## src/rtl/grf_wport_arbiter.sv

```systemverilog
// grf_wport_arbiter
//
// Shares the single GRF write port between two sources:
//   - the W-stage writeback (pipe_*)
//   - the multi-cycle MDU result path (mdu_*)
// MDU results are queued in a small circular FIFO. The FIFO drains into the
// GRF on cycles when the W stage does not write. If the FIFO waits MAX_WAIT
// consecutive cycles without a grant, the head is forced through and the
// W stage is stalled. busy_mask lists every register that has a queued write,
// so decode can use it for hazard stalls.
//
// Ports:
//   clk, reset            clock; synchronous active-low reset
//   pipe_we/a3/wd/pc      W-stage write request (a3 == 0 means no request)
//   pipe_stall            W-stage write not performed this cycle; W must retry
//   mdu_valid/a3/wd/pc    MDU result offer (a3 == 0 is accepted and dropped)
//   mdu_ready             FIFO can accept a result
//   grf_we/a3/wd/pc       GRF write port (all zero when idle)
//   busy_mask             one bit per register with a queued FIFO write

module grf_wport_arbiter #(
    parameter int DEPTH    = 4,
    parameter int MAX_WAIT = 3
) (
    input  logic        clk,
    input  logic        reset,
    input  logic        pipe_we,
    input  logic [4:0]  pipe_a3,
    input  logic [31:0] pipe_wd,
    input  logic [31:0] pipe_pc,
    output logic        pipe_stall,
    input  logic        mdu_valid,
    input  logic [4:0]  mdu_a3,
    input  logic [31:0] mdu_wd,
    input  logic [31:0] mdu_pc,
    output logic        mdu_ready,
    output logic        grf_we,
    output logic [4:0]  grf_a3,
    output logic [31:0] grf_wd,
    output logic [31:0] grf_pc,
    output logic [31:0] busy_mask
);

    localparam int PTR_W = $clog2(DEPTH);
    localparam int CNT_W = $clog2(DEPTH + 1);
    localparam int STV_W = $clog2(MAX_WAIT + 1);

    localparam logic [CNT_W-1:0] DEPTH_C    = CNT_W'(DEPTH);
    localparam logic [STV_W-1:0] MAX_WAIT_C = STV_W'(MAX_WAIT);

    logic [PTR_W-1:0] rd_ptr_q, rd_ptr_d;
    logic [PTR_W-1:0] wr_ptr_q, wr_ptr_d;
    logic [CNT_W-1:0] count_q, count_d;
    logic [STV_W-1:0] starve_q, starve_d;

    logic [4:0]  mem_a3_q [DEPTH];
    logic [4:0]  mem_a3_d [DEPTH];
    logic [31:0] mem_wd_q [DEPTH];
    logic [31:0] mem_wd_d [DEPTH];
    logic [31:0] mem_pc_q [DEPTH];
    logic [31:0] mem_pc_d [DEPTH];

    logic pipe_valid;
    logic fifo_nonempty;
    logic force_drain;
    logic grant_fifo;
    logic grant_pipe;
    logic push;
    logic pop;

    // Arbitration. A forced drain beats the pipeline; otherwise the pipeline
    // wins and the FIFO only drains into idle cycles. Holding reset low
    // blocks every grant and every handshake.
    always_comb begin
        pipe_valid    = pipe_we && (pipe_a3 != 5'd0);
        fifo_nonempty = (count_q != '0);
        force_drain   = fifo_nonempty && (starve_q == MAX_WAIT_C);

        grant_fifo = reset && fifo_nonempty && (force_drain || !pipe_valid);
        grant_pipe = reset && pipe_valid && !force_drain;
        pipe_stall = reset && force_drain && pipe_valid;

        // Ready depends only on the current count. A full FIFO refuses a
        // push even when it pops in the same cycle.
        mdu_ready = reset && (count_q < DEPTH_C);
        push      = mdu_valid && mdu_ready && (mdu_a3 != 5'd0);
        pop       = grant_fifo;
    end

    // GRF port mux. It reads registered FIFO state only, so a result pushed
    // at an edge is written no earlier than the next cycle.
    always_comb begin
        grf_we = 1'b0;
        grf_a3 = 5'd0;
        grf_wd = 32'd0;
        grf_pc = 32'd0;
        if (grant_pipe) begin
            grf_we = 1'b1;
            grf_a3 = pipe_a3;
            grf_wd = pipe_wd;
            grf_pc = pipe_pc;
        end else if (grant_fifo) begin
            grf_we = 1'b1;
            grf_a3 = mem_a3_q[rd_ptr_q];
            grf_wd = mem_wd_q[rd_ptr_q];
            grf_pc = mem_pc_q[rd_ptr_q];
        end
    end

    // Next-state logic for pointers, occupancy, storage and the starve
    // counter. Pointers are exactly log2(DEPTH) bits, so they wrap on
    // overflow.
    always_comb begin
        rd_ptr_d = rd_ptr_q;
        wr_ptr_d = wr_ptr_q;
        count_d  = count_q;
        starve_d = starve_q;
        mem_a3_d = mem_a3_q;
        mem_wd_d = mem_wd_q;
        mem_pc_d = mem_pc_q;

        if (push) begin
            mem_a3_d[wr_ptr_q] = mdu_a3;
            mem_wd_d[wr_ptr_q] = mdu_wd;
            mem_pc_d[wr_ptr_q] = mdu_pc;
            wr_ptr_d           = wr_ptr_q + 1'b1;
        end
        if (pop) begin
            rd_ptr_d = rd_ptr_q + 1'b1;
        end

        case ({push, pop})
            2'b10:   count_d = count_q + 1'b1;
            2'b01:   count_d = count_q - 1'b1;
            default: count_d = count_q;
        endcase

        // The starve counter tracks how long a non-empty FIFO has been
        // denied the port. It saturates so a forced drain stays pending.
        if (!fifo_nonempty || grant_fifo) begin
            starve_d = '0;
        end else if (starve_q != MAX_WAIT_C) begin
            starve_d = starve_q + 1'b1;
        end
    end

    // busy_mask is built from registered entries only. Queued entries never
    // target $0, so bit 0 always stays clear.
    always_comb begin
        busy_mask = 32'd0;
        for (int i = 0; i < DEPTH; i++) begin
            if (CNT_W'(i) < count_q) begin
                busy_mask[mem_a3_q[PTR_W'(rd_ptr_q + PTR_W'(i))]] = 1'b1;
            end
        end
    end

    // Control state register. Reset empties the queue and drops any entries
    // that were pending.
    always_ff @(posedge clk) begin
        if (!reset) begin
            rd_ptr_q <= '0;
            wr_ptr_q <= '0;
            count_q  <= '0;
            starve_q <= '0;
        end else begin
            rd_ptr_q <= rd_ptr_d;
            wr_ptr_q <= wr_ptr_d;
            count_q  <= count_d;
            starve_q <= starve_d;
        end
    end

    // Entry storage. It needs no reset, because only slots counted by
    // count_q are ever read.
    always_ff @(posedge clk) begin
        mem_a3_q <= mem_a3_d;
        mem_wd_q <= mem_wd_d;
        mem_pc_q <= mem_pc_d;
    end

endmodule

```

## config.mk

```make
export PLATFORM = sky130hd
export DESIGN_NAME = grf_wport_arbiter
export DESIGN_NICKNAME = d
export VERILOG_FILES = /design/src/rtl/grf_wport_arbiter.sv
export SDC_FILE = /design/constraint.sdc
export NUM_CORES = 1
export LEC_CHECK = 0
export CORE_MARGIN = 5
export CORE_UTILIZATION = 56
export DETAILED_ROUTE_END_ITERATION = 10
export PLACE_DENSITY = 0.85
export SLEW_MARGIN = 20
export SYNTH_ARGS = -nofsm -noshare
export SYNTH_HDL_FRONTEND = slang
export SYNTH_SLANG_ARGS = --single-unit
```

## constraint.sdc

```tcl
create_clock -name clk -period 4.3 [get_ports clk]
set_input_delay 0.43 -clock clk [delete_from_list [all_inputs] [get_ports clk]]
set_output_delay 0.43 -clock clk [all_outputs]
set_load 0.02 [all_outputs]
```

# Word-level counts from Yosys, hierarchy flattened
# Cells that the tools add are included.
[op_classes] eq_ne=4 n_bitwise=9 addsub=7 mux=46 n_reduce_logical=26 order_cmp=19
[op_table] cell="$mux W32" count=13
[op_table] cell="$bwmux W128" count=2
[op_table] cell="$bmux W32 S2" count=2
[op_table] cell="$or A32 B32 Y32" count=3
[op_table] cell="$demux W32 S2" count=1
[op_table] cell="$mux W5" count=11
[op_table] cell="$bmux W5 S2" count=4
[op_table] cell="$lt A5 B6 Y1 const B" count=4
[op_table] cell="$bwmux W20" count=1
[op_table] cell="$demux W1 S5" count=4
[op_table] cell="$ge A5 B1 Y1 const B" count=4
[op_table] cell="$logic_and A1 B1 Y1" count=16
[op_table] cell="$ge A3 B3 Y1 const B" count=5
[op_table] cell="$not A2 Y3" count=5
[op_table] cell="$demux W5 S2" count=1
[op_table] cell="$reduce_bool A5 Y1" count=2
[op_table] cell="$add A2 B1 Y2 const B" count=3
[op_table] cell="$lt A1 B3 Y1 const A" count=2
[op_table] cell="$lt A2 B3 Y1 const A" count=2
[op_table] cell="$mux W1" count=6
[op_table] cell="$pmux W3 S2" count=1
[op_table] cell="$add A2 B2 Y2 const B" count=2
[op_table] cell="$eq A2 B2 Y1 const B" count=2
[op_table] cell="$add A3 B1 Y3 const B" count=1
[op_table] cell="11 further kinds" count=14
[word_totals] out_inout_bits=104 reg_bits=285 inputBits=142

# Logic depth before layout (Yosys ltp)
[depth] word_depth=15 mapped_depth=10

# Worst setup path before layout
# OpenSTA, ideal clock, no wires.
[synth_path] path_type="reg2reg" startpoint="reg count_q[2]" endpoint="reg mem_a3_q[0] in the netlist's numbering, enable pin" path_buffers=1 stages_incl_launch_ff=5 setup_time_ns=0.435 period_less_slack_ns=3.224 path_slack_ns=1.076 arrival_time_ns=2.789 cell_sequence="dfxtp_1 -> clkbuf_1 -> nor2b_1 -> o211a_1 -> and2_1"
[synth_between] elab_chain_cells=4
[synth_lines] item="from (decl)" line_no="53" rtl="logic [CNT_W-1:0] count_q, count_d;"
[synth_lines] item="from (signal assigned)" line_no="169" rtl="count_q <= count_d;"
[synth_lines] item="$lt A3 B3 Y1" line_no="85" rtl="mdu_ready = reset && (count_q < DEPTH_C);"
[synth_lines] item="$logic_and A1 B1 Y1" line_no="85"
[synth_lines] item="named net mdu_ready" line_no="36" rtl="output logic mdu_ready,"
[synth_lines] item="$logic_and A1 B1 Y1 (2 in a row)" line_no="86" rtl="push = mdu_valid && mdu_ready && (mdu_a3 != 5'd0);"
[synth_lines] item="to (signal assigned)" line_no="177" rtl="mem_a3_q <= mem_a3_d;"
[synth_lines] item="to (decl)" line_no="56" rtl="logic [4:0] mem_a3_q [DEPTH];"
# The timed path passes the listed nets, and every way through them passes these cells.
# A chain may end at the register's enable or synchronous reset.

# Worst setup path after layout
[layout_path] startpoint="reg rd_ptr_q[0]" endpoint="out busy_mask[2]"
[layout_between] elab_chain_cells=15
[layout_lines] item="from (decl)" line_no="51" rtl="logic [PTR_W-1:0] rd_ptr_q, rd_ptr_d;"
[layout_lines] item="from (signal assigned)" line_no="167" rtl="rd_ptr_q <= rd_ptr_d;"
[layout_lines] item="$add A2 B1 Y2 / $not A2 Y3 (equally long branches)" line_no="153" rtl="busy_mask[mem_a3_q[PTR_W'(rd_ptr_q + PTR_W'(i))]] = 1'b1;"
[layout_lines] item="$not A2 Y3 (implied by the code) / $bmux W5 S2 (equally long branches)" line_no="153"
[layout_lines] item="$bmux W5 S2 / $mux W5 (equally long branches)" line_no="153"
[layout_lines] item="$mux W5 (implied by the code)" line_no="153"
[layout_lines] item="$mux W5 (implied by the code) (tied with other cells)" line_no="153"
[layout_lines] item="$lt A5 B6 Y1 (implied by the code) (tied with other cells)" line_no="153"
[layout_lines] item="$logic_and A1 B1 Y1 (implied by the code) / $mux W1 (equally long branches)" line_no="153"
[layout_lines] item="$mux W1 (implied by the code) / $demux W1 S5 (equally long branches)" line_no="153"
[layout_lines] item="$demux W1 S5 / $mux W32 (equally long branches)" line_no="153, 152"
[layout_lines] item="$or A32 B32 Y32 (no source line)"
[layout_lines] item="$mux W32" line_no="152" rtl="if (CNT_W'(i) < count_q) begin"
[layout_lines] item="$or A32 B32 Y32 (no source line)"
[layout_lines] item="$mux W32" line_no="152"
[layout_lines] item="$or A32 B32 Y32 (no source line)"
[layout_lines] item="$mux W32 (*)" line_no="152"
[layout_lines] item="to (decl)" line_no="41" rtl="output logic [31:0] busy_mask"
# Mark *: on every way between the ends. The rest lies on a longest branch, timed or not. The select of a mux whose other input is x is not followed.

==> impl_metrics.ini <==
[pwr]
cell_internal_pwr_mw = 4.87
switching_share_pct = 24.0
p_comb_share_pct = 15.9
maximum_vdd_drop_mv = 0.363
power_leakage_nw = 5.22
report.power.total_mw = 6.41
switchingPower_mw = 1.54
cellPowerDensity_nw_per_um2 = 392
clkPwrFrac_pct = 34.7
sequentialPowerShare_pct = 49.4

[yosys]
async_reset_ff_share_pct = 0
mappedNetlistNets = 866
synthesis.instances = 714
syn-mean-instance-area_sq_um = 18.0
synth_top_family_by_area = multiplexers
parity_gate_share_of_the_synthesized_area_counting_xor_and_xnor_cells_pct = 0.205
synth_sequential_area_ratio_pct = 66.0
cell_area_synth_sq_um = 12800
netlist-cell-type-count = 50
yosys-mux-area-fraction_pct = 15.0
ys_ff_latch = 285
synth_edf_count = 276
synth_simple_gate_area_share_pct = 6.94
area_fraction_in_compound_gates_after_synthesis_pct = 8.38
synth-adder-area-share_pct = 0.975
yosysWarnings = 0
dominant_register_cell_in_the_synthesized_netlist = sky130_fd_sc_hd__edfxtp_1

[timing]
grt_setup_unrepaired = no
postLayoutSetupSlackWorst_ns = 0.405
final_max_slew_viol_count = 0
setup_violations = 0
remaining_max_slew_budget_at_the_tightest_pin_pct = 25.6
count_of_endpoints_failing_hold_in_the_final_timing_report = 0
finalWorstPathRequiredPeriod_ns = 3.90
worstMarginPinSlew_ns = 1.12
fmax_ghz = 0.257
final.setup.tns_ns = 0
skew_ns = 0.00482
final_min_period_over_clock_period_pct = 90.6

[floorplanning]
starting_density_of_the_core_pct = 56.9
floorplan.die.width_microns = 161
design.core.area_sq_um = 22600
floorplan.die.height_microns = 161
boundaryPins = 246
design.die.area_sq_um = 26000
fp-row-count = 55

[placed_design]
place.gp.congestion = 0.929
io_buffer_count = 245
place_hpwl_microns = 20900
place_ws_ns = 0.736

[worst_setup_path]
timing.critical_path.arrival_ns = 3.47
critical_r2r_launch = count_q[2]
critical_path_peak_fanout = 31
critPathLaunch = rd_ptr_q[0]
kind_of_end_point_of_the_critical_path = output pin
startpoint_type = flip-flop
critPathRequiredTime_ns = 3.87
path_class = reg -> out

[layout]
seq_area_sq_um = 8480
multi_input_area_sq_um = 4070
filler_cell_count = 1405
finalNetCount = 1100
syn_to_final_growth_pct = 27.4
insertedDiodeCount = 0
post_route_cells_drive_above_1_share_pct = 15.8

[clock_network]
h-tree-depth = 1
cts.repair.resized = 0
cts.repair_timing.setup_buffer_count = 0
clockBufferDepth = 3
clock_tree_from_tritoncts = done
cts.clk_slew.worst_paths_ns = 0.06
cts_hold_buf = 0
ctsRootBufferMaster = sky130_fd_sc_hd__clkbuf_16
clock_sink_count = 285
clkLatencyLatePin_ns = 0.52
numCtsBuffers = 27

[global_route]
number_of_global_route_vias_before_repair = 8467
first_pass_grt_wire_length_microns = 50500
globalRouteTotalUtil_pct = 25.1
gr-total-overflow = 0
antenna_found_initial = 1
grt_max_degree = 70

[route]
dr.pass1.iters = 6
detail_route.vias_per_cell = 6.48
drt_drc_violations_left = 0
initialDrtViolationCount = 850
routedWlPerCell_microns = 26.5
drt.antenna.violating_nets = 0
wl_microns = 33200
via_count = 8107

[run_status]
status = completed

[min_path]
hold_path_origin = starve_q[0]
type_of_the_worst_min_delay_path = reg -> reg

[flow_run]
cap_viol_max_count = 0
==> per-layer routing <==
layer  up-vias  part of all wire [%]  GRT usage [%]
met5         -                 0.033              0
met4         2                   2.3           6.05
met3        63                   8.8           5.08
met2       465                    53           44.2
met1      4074                    36           32.6
li1       3503                     -              -
==> through the flow <==
stage	area [sq um]	utilization (%)	cells	hold slack [ns]
2_1_floorplan	12800	-	714	0.407
3_3_place_gp	15500	68.8	1204	0.417
3_5_place_dp	15500	68.8	1204	0.437
4_1_cts	16300	72.4	1252	0.447
5_1_grt	16300	72.4	1252	0.479
6_report	16300	72.4	1252	0.447
==> registers in the layout, indices dropped and copies added, names as in the netlist <==
register and count:
count_q 3, mem_a3_q 20, mem_pc_q 128, mem_wd_q 128
rd_ptr_q 2, starve_q 2, wr_ptr_q 2
==> power groups by stage <==
stage	logic (mW)	clock network, mW	registers, mW
after CTS	1.02	2.25	3.17
after detailed placement	1.00	0	3.22
after global routing	1.08	2.39	3.17
final	1.02	2.23	3.17
after global placement	0.986	0	3.22
after floorplan	0.590	0	3.20
==> kinds of logic after synthesis <==
logic type	after synthesis
AOI/OAI and AO/OA	130
xor gates and xnor gates	3
adders and majority gates	10
buffers and inverters	60
DFF	285
muxes	85
and+or+nand+nor	141
==> Yosys cell counts, types with 8 or more instances <==
master,instances,area share (%)
sky130_fd_sc_hd__a22o_1,69,4.7
sky130_fd_sc_hd__a32oi_1,14,0.96
sky130_fd_sc_hd__nand2_1,33,0.97
sky130_fd_sc_hd__clkbuf_1,22,0.64
sky130_fd_sc_hd__nor4b_2,8,0.94
sky130_fd_sc_hd__nand3_1,42,1.6
sky130_fd_sc_hd__nor2b_1,14,0.68
sky130_fd_sc_hd__mux4_2,78,14
sky130_fd_sc_hd__buf_2,15,0.58
sky130_fd_sc_hd__edfxtp_1,276,65
sky130_fd_sc_hd__ha_1,10,0.97
sky130_fd_sc_hd__nor2_1,9,0.26
sky130_fd_sc_hd__dfxtp_1,9,1.4
sky130_fd_sc_hd__and2_1,9,0.44
sky130_fd_sc_hd__inv_1,9,0.26
sky130_fd_sc_hd__a22oi_1,30,1.8
==> worst paths after layout <==
| path | endpoint | slack, ns | cells past startpoint |
|---|---|---|---|
| max | busy_mask[2] | 0.40 | 5 |
| min | starve_q[0] | 0.45 | 1 |
| max reg2reg | mem_pc_q[11] | 1.95 | 3 |
| min reg2reg | starve_q[0] | 0.45 | 1 |
==> area by class of cell <==
cell class / count / share of cell area, %
clock buffers: 31 / 4.22
clock inverters: 17 / 0.781
inverters: 10 / 0.230
multi-input cells: 369 / 24.9
flip-flops and latches: 285 / 51.8
well taps: 285 / 2.18
repair buffers: 255 / 15.8
==> placed cells by master, fill, tap and decap left out, types with 5 or more instances in the layout <==
master	count
sky130_fd_sc_hd__and2_1	5
sky130_fd_sc_hd__a22oi_1	30
sky130_fd_sc_hd__and4b_1	5
sky130_fd_sc_hd__nand3_1	42
sky130_fd_sc_hd__nand2_1	33
sky130_fd_sc_hd__clkdlybuf4s50_1	245
sky130_fd_sc_hd__nor2_1	9
sky130_fd_sc_hd__clkinv_1	9
sky130_fd_sc_hd__inv_1	9
sky130_fd_sc_hd__buf_12	5
sky130_fd_sc_hd__clkbuf_16	27
sky130_fd_sc_hd__a21oi_1	5
sky130_fd_sc_hd__a22o_1	69
sky130_fd_sc_hd__mux4_2	78
sky130_fd_sc_hd__nor2b_1	14
sky130_fd_sc_hd__buf_4	5
sky130_fd_sc_hd__dfxtp_1	7
sky130_fd_sc_hd__mux4_1	6
sky130_fd_sc_hd__clkinv_2	6
sky130_fd_sc_hd__and4bb_2	5
sky130_fd_sc_hd__nor4b_2	8
sky130_fd_sc_hd__edfxtp_1	276
sky130_fd_sc_hd__a32oi_1	14
sky130_fd_sc_hd__ha_1	10
==> worst max-delay path, stage by stage (launching register included) <==
cell and delay [ns]:
sky130_fd_sc_hd__dfxtp_4 0.67, sky130_fd_sc_hd__mux4_1 0.74, sky130_fd_sc_hd__nor2_1 0.58, sky130_fd_sc_hd__a22oi_1 0.20
sky130_fd_sc_hd__nand3_1 0.13, sky130_fd_sc_hd__clkdlybuf4s50_1 0.61
No activity file was read; power rests on OpenSTA's default activity.
